File: src/rtl/aes_pkg.sv
// Shared types and constants for the AES round sequencer: controller states,
// key-length encodings and the round count that each key length implies.
package aes_pkg;

  typedef enum logic [2:0] {
    IDLE  = 3'd0,
    LOAD  = 3'd1,
    ROUND = 3'd2,
    FINAL = 3'd3,
    HOLD  = 3'd4
  } ctrl_state_t;

  localparam logic [1:0] KEYLEN_128 = 2'b00;
  localparam logic [1:0] KEYLEN_192 = 2'b01;
  localparam logic [1:0] KEYLEN_256 = 2'b10;
  localparam logic [1:0] KEYLEN_BAD = 2'b11;

  localparam logic [3:0] NR_128 = 4'd10;
  localparam logic [3:0] NR_192 = 4'd12;
  localparam logic [3:0] NR_256 = 4'd14;

  function automatic logic [3:0] nr_of(input logic [1:0] key_len);
    case (key_len)
      KEYLEN_128: nr_of = NR_128;
      KEYLEN_192: nr_of = NR_192;
      KEYLEN_256: nr_of = NR_256;
      default:    nr_of = 4'd0;
    endcase
  endfunction

endpackage

File: src/rtl/aes_round_cnt.sv
// Round-key index counter: loadable, steps up or down when enabled, saturates
// at limit (up) or zero (down); term flags that the next step lands on the end.
module aes_round_cnt #(
  parameter int WIDTH = 4
) (
  input  logic             clk,
  input  logic             reset_n,
  input  logic             load,
  input  logic [WIDTH-1:0] load_val,
  input  logic             en,
  input  logic             up,
  input  logic [WIDTH-1:0] limit,
  output logic [WIDTH-1:0] cnt,
  output logic             term
);

  localparam logic [WIDTH-1:0] ONE = WIDTH'(1);

  // Encrypt finishes at limit, decrypt at zero.
  assign term = up ? ((cnt + ONE) == limit) : (cnt == ONE);

  always_ff @(posedge clk or negedge reset_n) begin
    if (!reset_n) begin
      cnt <= '0;
    end else if (load) begin
      cnt <= load_val;
    end else if (en) begin
      if (up) cnt <= (cnt >= limit) ? cnt : cnt + ONE;
      else    cnt <= (cnt == '0)    ? cnt : cnt - ONE;
    end
  end

endmodule

File: src/rtl/aes_round_ctrl.sv
// Sequencer for a one-round-per-cycle AES datapath: accepts a block request,
// walks load/round/final strobes with key-ready stalls, and holds the result.
module aes_round_ctrl
  import aes_pkg::*;
#(
  parameter int W      = 128,
  parameter int RIDX_W = 4
) (
  input  logic              clk,
  input  logic              reset_n,
  input  logic              in_valid,
  output logic              in_ready,
  input  logic [1:0]        in_key_len,
  input  logic              in_dir,
  input  logic              key_ready,
  output logic [RIDX_W-1:0] round_idx,
  output logic              core_dir,
  output logic              core_load,
  output logic              core_round,
  output logic              core_final,
  input  logic [W-1:0]      core_data,
  output logic              out_valid,
  input  logic              out_ready,
  output logic [W-1:0]      out_data,
  output logic              cfg_err,
  output ctrl_state_t       dbg_state
);

  // Handshakes: a transfer happens on a rising edge where valid and ready are
  // both high; valid-side inputs are sampled only on that edge.

  ctrl_state_t       state;
  logic              dir_q;
  logic [RIDX_W-1:0] nr_q;
  logic              accept;
  logic              legal;
  logic              cnt_load;
  logic              cnt_en;
  logic              cnt_term;
  logic [RIDX_W-1:0] nr_in;

  assign accept = in_valid & in_ready;
  assign legal  = (in_key_len != KEYLEN_BAD);
  assign nr_in  = RIDX_W'(nr_of(in_key_len));

  assign cnt_load = accept & legal;
  assign cnt_en   = key_ready & ((state == LOAD) | (state == ROUND));

  aes_round_cnt #(.WIDTH(RIDX_W)) u_cnt (
    .clk      (clk),
    .reset_n  (reset_n),
    .load     (cnt_load),
    .load_val (in_dir ? nr_in : '0),
    .en       (cnt_en),
    .up       (~dir_q),
    .limit    (nr_q),
    .cnt      (round_idx),
    .term     (cnt_term)
  );

  // Strobes follow key_ready combinationally so a missing key never fires one.
  assign core_load  = (state == LOAD)  & key_ready;
  assign core_round = (state == ROUND) & key_ready;
  assign core_final = (state == FINAL) & key_ready;
  assign core_dir   = dir_q;
  assign dbg_state  = state;

  always_ff @(posedge clk or negedge reset_n) begin
    if (!reset_n) begin
      state     <= IDLE;
      dir_q     <= 1'b0;
      nr_q      <= '0;
      in_ready  <= 1'b0;
      out_valid <= 1'b0;
      out_data  <= '0;
      cfg_err   <= 1'b0;
    end else begin
      cfg_err <= 1'b0;
      case (state)
        IDLE: begin
          in_ready <= 1'b1;
          if (accept) begin
            if (!legal) begin
              cfg_err <= 1'b1;
            end else begin
              dir_q    <= in_dir;
              nr_q     <= nr_in;
              in_ready <= 1'b0;
              state    <= LOAD;
            end
          end
        end
        LOAD: begin
          if (key_ready) state <= ROUND;
        end
        ROUND: begin
          if (key_ready && cnt_term) state <= FINAL;
        end
        FINAL: begin
          if (key_ready) begin
            out_data  <= core_data;
            out_valid <= 1'b1;
            state     <= HOLD;
          end
        end
        HOLD: begin
          if (out_ready) begin
            out_valid <= 1'b0;
            in_ready  <= 1'b1;
            state     <= IDLE;
          end
        end
        default: state <= IDLE;
      endcase
    end
  end

endmodule
File: config.mk
export PLATFORM = sky130hd
export DESIGN_NAME = aes_round_ctrl
export DESIGN_NICKNAME = d
export VERILOG_FILES = /design/src/rtl/aes_pkg.sv /design/src/rtl/aes_round_cnt.sv /design/src/rtl/aes_round_ctrl.sv
export SDC_FILE = /design/constraint.sdc
export NUM_CORES = 1
export LEC_CHECK = 0
export ABC_AREA = 1
export CORE_ASPECT_RATIO = 0.6
export CORE_MARGIN = 4
export CORE_UTILIZATION = 44
export DETAILED_ROUTE_END_ITERATION = 16
export PLACE_DENSITY = 0.93
export SYNTH_ARGS = -nofsm -noshare
export SYNTH_HDL_FRONTEND = slang
export SYNTH_SLANG_ARGS = --single-unit
File: constraint.sdc
create_clock -name clk -period 3.1 [get_ports clk]
set_clock_uncertainty 0.2 [all_clocks]
set_input_delay 0.775 -clock clk [delete_from_list [all_inputs] [get_ports clk]]
set_output_delay 0.775 -clock clk [all_outputs]
set_load 0.02 [all_outputs]
==> flow_metrics.tcl, run 1 <==
set metrics [dict create \
    multi_input_area_um2 2010 \
    power_leakage_nw 4.63 \
    insertion_delay_ns 0.40 \
    peakVddDrop_uv 636 \
    dpl_worst_slack_ns -0.128 \
    synth_top_cell_by_area "dfrtp_1" \
    firstDrtPassIters 5 \
    vias 5349 \
    routed_via_density 4.70 \
    io_pins 278 \
    stdcell_area_um2 9290 \
    final_cells 1138 \
    fin_tns_setup_ns 0 \
    setup_viol 0 \
    cp.arrival_ns 1.88 \
    cts_inserted_buffers 17 \
    ys.warnings.count 0 \
    clockBufferDepth 2 \
    status "finished clean" \
    critPathMaxStageDelay_ns 0.57 \
    hold_viol 0 \
    yosys_register_bits 142 \
    synth_nets 825 \
    crit_family "buffers and inverters" \
    place_area_um2 8710 \
    grt_max_degree 67 \
    syn_avg_cell_area_um2 8.52 \
    fp.dieW_um 156 \
    placed_cells 1106 \
    fin_crit_ns 2.86 \
    grtUsageTotal_pct 22.8 \
    ys_seq_area_share_pct 61.5 \
    ys_top_cells_by_area "dfrtp_1 (61%), nand2_1 (28%), ha_1 (2.2%), buf_2 (2.0%), inv_1 (1.3%)" \
    clk_pin_slew_ns 0.06 \
    core_um2 12900 \
    gp_congestion 0.831 \
    diodes 0 \
    r2r_cells 7 \
    cp.required_ns 2.12 \
    cts_hold_buffers 0 \
    dieArea_um2 15100 \
    cellPowerDensity_nw_per_um2 1040 \
    die_h_um 96.8 \
    final.setup.worst_slack_ns 0.242 \
    row_count 32 \
    crit_path_end_kind "primary output" \
    critPathLaunchType "input port" \
    worst-setup-path-type "input port to primary output" \
    hold_class "input port to async pin" \
    grt_pass1_wl_mm 27.4 \
    path_depth 4 \
    n_fill_cell 913 \
    io_buffer_count 277 \
    area_growth_pct 60.7 \
    drc_errors 0 \
    seqCellArea_um2 3550 \
    drive_above_1_share_pct 4.86 \
    synth_area_um2 5780 \
    synth_top_area_share_pct 61.5 \
    place_hpwl_mm 12.8 \
    first_global_vias 5427 \
    final_max_slew_viol_count 0 \
    antenna_found_initial 0 \
    ys_types 24 \
    post-route-period-util_pct 92.2 \
    htree_levels 4 \
    max_freq_mhz 350 \
    cts_setup_buffers 0 \
    cts_root_buf "clkbuf_16" \
    cts_sinks 142 \
    crit_chain "clkdlybuf4s50_1 -> inv_1 -> nor2_1 -> dlygate4sd2_1" \
    routedWlPerCell_um 15.2 \
    overflow 0 \
    holdWs_ns 0.129 \
    slew_headroom_pct 55.7 \
    crit_buf_inv 3 \
    slowest_stage "clkdlybuf4s50_1" \
    ant_nets 0 \
    worst_slew_pin_slew_ns 0.664 \
    synthCells 679 \
    cts_tree "yes" \
    start_util_pct 45.0 \
    drt-initial-drc-count 337 \
    nets 1101 \
    rsz0062_at_grt "false" \
    cap_violations 0 \
    crit_fanout 3 \
    wl_mm 17.3 \
]
final cells by class:
type / count / share of cell area [%]
clock inverters: 13 / 1.39
multi-input cells: 487 / 21.7
inverters: 21 / 0.875
flip-flops and latches: 142 / 38.2
repair buffers: 286 / 30.7
well taps: 170 / 2.29
clock buffers: 19 / 4.87
power by group:
group | switching [mW] | total, mW | internal, mW
logic | 2.47 | 4.52 | 2.05
clock network | 0.797 | 1.96 | 1.16
registers | 0.535 | 3.21 | 2.67
kinds of logic (layout without fill, tap and decap cells):
kind of cell    after synthesis  count (layout)  share of synthesized area [%]
simple gates                453             453                           30.0
flops                       142             142                           61.5
buf+inv                      50             339                           3.87
compound gates               21              21                           2.03
fa+ha+maj                    10              10                           2.16
xor+xnor                      2               2                          0.303
mux                           1               1                          0.195
cell usage after synthesis, drive strengths merged:
library cell,count
inv,21
nor3,2
o21bai,1
o22ai,2
dfrtp,142
o211ai,1
a21oi,5
xor2,2
ha,10
nand2,427
nand4,3
nand3,10
a31oi,1
mux2,1
o21ai,10
o31a,1
clkbuf,4
nor2,11
buf,25
worst register-to-register path: stages, from the launching register on:
cell,delay (ns)
dfrtp_1,0.41
inv_1,0.10
nor2_2,0.06
nand3_4,0.08
buf_4,0.52
buf_4,0.73
nand2_1,0.17
nand2_1,0.12
per-layer routing:
metal	vias up	global-route usage, %	part of all wire (%)
li1	2623	-	-
met1	2495	27.8	40
met2	215	38.3	49
met3	16	8.45	10
met4	0	6.05	1.4
met5	-	0	0
through the flow:
step | power [mW] | utilization [%]
floorplan | 5.43 | -
global placement | 7.60 | 67.8
detailed placement | 7.77 | 67.8
CTS | 9.78 | 72.3
global route | 10.3 | 72.3
finish | 9.68 | 72.3
flip-flops by register name, summed over array words and instances (netlist names):
| signal | flops |
|---|---|
| cfg_err | 1 |
| core_dir | 1 |
| dbg_state | 3 |
| in_ready | 1 |
| nr_q | 3 |
| out_data | 128 |
| out_valid | 1 |
| u_cnt.cnt | 4 |
path summary, 6_finish.rpt:
path	from	end	slack [ns]
worst max register to register	dbg_state[0]	out_data[22]	0.65
worst max-delay path	key_ready	core_load	0.24
worst min-delay path	reset_n	out_data[26]	0.13
worst min register to register	out_data[118]	out_data[118]	0.28
min in group clk	out_data[118]	out_data[118]	0.28
max in group asynchronous	reset_n	out_data[68]	1.84
cell usage in the layout (no fill, tap or decap), types with 2 or more instances in the layout:
cell             netlist  layout
inv_1                 20      20
nand2_1              426     426
clkdlybuf4s50_1        0     273
a21oi_1                5       5
clkinvlp_4             0       2
nand4_1                3       3
clkinv_4               0       5
clkbuf_8               0       2
dfrtp_1              142     142
ha_1                  10      10
dlygate4sd2_1          0       3
nand3_1                9       9
buf_4                  2       8
o22ai_1                2       2
o21ai_0               10      10
nor2_1                10      10
xor2_1                 2       2
inv_6                  0       4
clkbuf_16              0      17
nor3_1                 2       2
what timing repair did:
item                       CTS  global route
setup endpoints to repair    3             0
hold endpoints to repair     0             0
resized for setup            3             0
Note: power is estimated with default switching activity, not from simulation.
==> run 2: changes to the inputs <==
--- a/config.mk
+++ b/config.mk
@@ -11,6 +11,8 @@
 export CORE_UTILIZATION = 44
 export DETAILED_ROUTE_END_ITERATION = 16
 export PLACE_DENSITY = 0.93
+export SKIP_CTS_REPAIR_TIMING = 1
 export SYNTH_ARGS = -nofsm -noshare
 export SYNTH_HDL_FRONTEND = slang
 export SYNTH_SLANG_ARGS = --single-unit
+export TNS_END_PERCENT = 100
==> run 2 against run 1 <==
Critical path depth unchanged. First-iteration DRC count is 0.30% higher. Global-route usage about the same.
==> flow_metrics.tcl, run 2 (synthesis gave the netlist of run 1 again) <==
set metrics [dict create \
    setup_viol 0 \
    critPathMaxStageDelay_ns 0.57 \
    place_area_um2 8710 \
    fin_crit_ns 2.86 \
    area_growth_pct 60.9 \
    hold_class "input port to async pin" \
    pwr-share-seq_pct 33.1 \
    nets 1101 \
    grt_pass1_wl_mm 27.4 \
    clk_pin_slew_ns 0.06 \
    switching_share_pct 39.3 \
    cts_tree "yes" \
    routedWlPerCell_um 15.3 \
    cts_sinks 142 \
    grt_max_degree 67 \
    fp.dieW_um 156 \
    stdcell_area_um2 9300 \
    core_um2 12900 \
    seqCellArea_um2 3550 \
    slowest_stage "clkdlybuf4s50_1" \
    crit_buf_inv 3 \
    die_h_um 96.8 \
    start_util_pct 45.0 \
    final_cells 1138 \
    drc_errors 0 \
    placed_cells 1106 \
    crit_path_end_kind "primary output" \
    overflow 0 \
    io_buffer_count 277 \
    p_comb_share_pct 46.7 \
    final_common_cell "nand2_1" \
    insertion_delay_ns 0.40 \
    peakVddDrop_uv 631 \
    drive_above_1_share_pct 4.86 \
    largest_register_ffs 128 \
    cts_inserted_buffers 17 \
    power_leakage_nw 4.67 \
    io_pins 278 \
    slew_headroom_pct 55.7 \
    fin_util_pct 72.4 \
    firstDrtPassIters 5 \
    wl_mm 17.4 \
    clkPwrFrac_pct 20.2 \
    cellPowerDensity_nw_per_um2 1040 \
    htree_levels 4 \
    holdWs_ns 0.129 \
    regMostFlops "out_data" \
    grtUsageTotal_pct 22.8 \
    crit_family "buffers and inverters" \
    row_count 32 \
    ant_nets 0 \
    hold_viol 0 \
    multi_input_area_um2 2010 \
    n_fill_cell 912 \
    routed_via_density 4.70 \
    gp_congestion 0.831 \
    cp.arrival_ns 1.89 \
    diodes 0 \
    cap_violations 0 \
    final_cell_mix "nand2_1 (426), clkdlybuf4s50_1 (273), dfrtp_1 (142)" \
    drt-initial-drc-count 338 \
    cp.required_ns 2.12 \
    status "finished clean" \
    p_switching_mw 3.81 \
    final_max_slew_viol_count 0 \
    critPathLaunchType "input port" \
    vias 5346 \
    post-route-period-util_pct 92.3 \
    max_freq_mhz 350 \
    place_hpwl_mm 12.8 \
    cts_root_buf "clkbuf_16" \
    total_power_mw 9.69 \
    crit_fanout 3 \
    clockBufferDepth 2 \
    rsz0062_at_grt "false" \
    worst_slew_pin_slew_ns 0.664 \
    top_regs "out_data x128, u_cnt.cnt x4" \
    worst-setup-path-type "input port to primary output" \
    crit_chain "clkdlybuf4s50_1 -> inv_1 -> nor2_1 -> dlymetal6s2s_1" \
    dieArea_um2 15100 \
    antenna_found_initial 0 \
    first_global_vias 5431 \
    internal-power_mw 5.88 \
]
run 2: changes by cell type in the layout (fill, tap and decap cells not counted), sizes merged:
cell,change
dlygate4sd2,-3
dlymetal6s2s,+3
run 2: worst paths after layout:
check / from / endpoint / slack [ns] / cells after the start
setup / recovery: key_ready / core_load / 0.24 / 4
hold / removal: reset_n / out_data[26] / 0.13 / 1
setup reg to reg: dbg_state[0] / out_data[22] / 0.65 / 7
hold reg to reg: out_data[118] / out_data[118] / 0.28 / 2
max in group asynchronous: reset_n / out_data[68] / 1.84 / 2
min in group clk: out_data[118] / out_data[118] / 0.28 / 2
run 2: through the flow:
stage	setup slack (ns)	TNS, ns
3_5_place_dp	-0.128	-2.56
3_3_place_gp	-0.00986	-0.0211
4_1_cts	-0.0307	-0.0623
2_1_floorplan	0.959	0
5_1_grt	0.116	0
6_report	0.240	0
run 2: metal layers:
layer | track usage [%] | wire length, um | vias to the layer above
met3 | 8.36 | 1700 | 16
li1 | - | - | 2626
met5 | 0 | 0 | -
met4 | 6.05 | 234 | 0
met1 | 27.9 | 6950 | 2495
met2 | 38.3 | 8520 | 209
run 2: power by group through the flow:
stage	Combinational [mW]	Sequential (mW)	Clock, mW
after floorplan	1.30	4.13	0
after global placement	4.42	3.18	0
after detailed placement	4.55	3.22	0
after CTS	4.57	3.21	2.00
after global routing	4.87	3.32	2.07
final	4.53	3.21	1.96
run 2: layout make-up:
type / instances / area share, %
sequential: 142 / 38.2
tap: 170 / 2.29
clock inverter: 13 / 1.39
clock buffer: 19 / 4.87
multi-input combinational: 487 / 21.6
inverter: 21 / 0.874
timing repair buffer: 286 / 30.8
run 2: worst register-to-register path, cell delays in order (launching register included):
cell and delay, ns:
dfrtp_1 0.41, inv_1 0.10, nor2_2 0.06, nand3_4 0.08, buf_4 0.52, buf_4 0.73, nand2_1 0.17, nand2_1 0.12
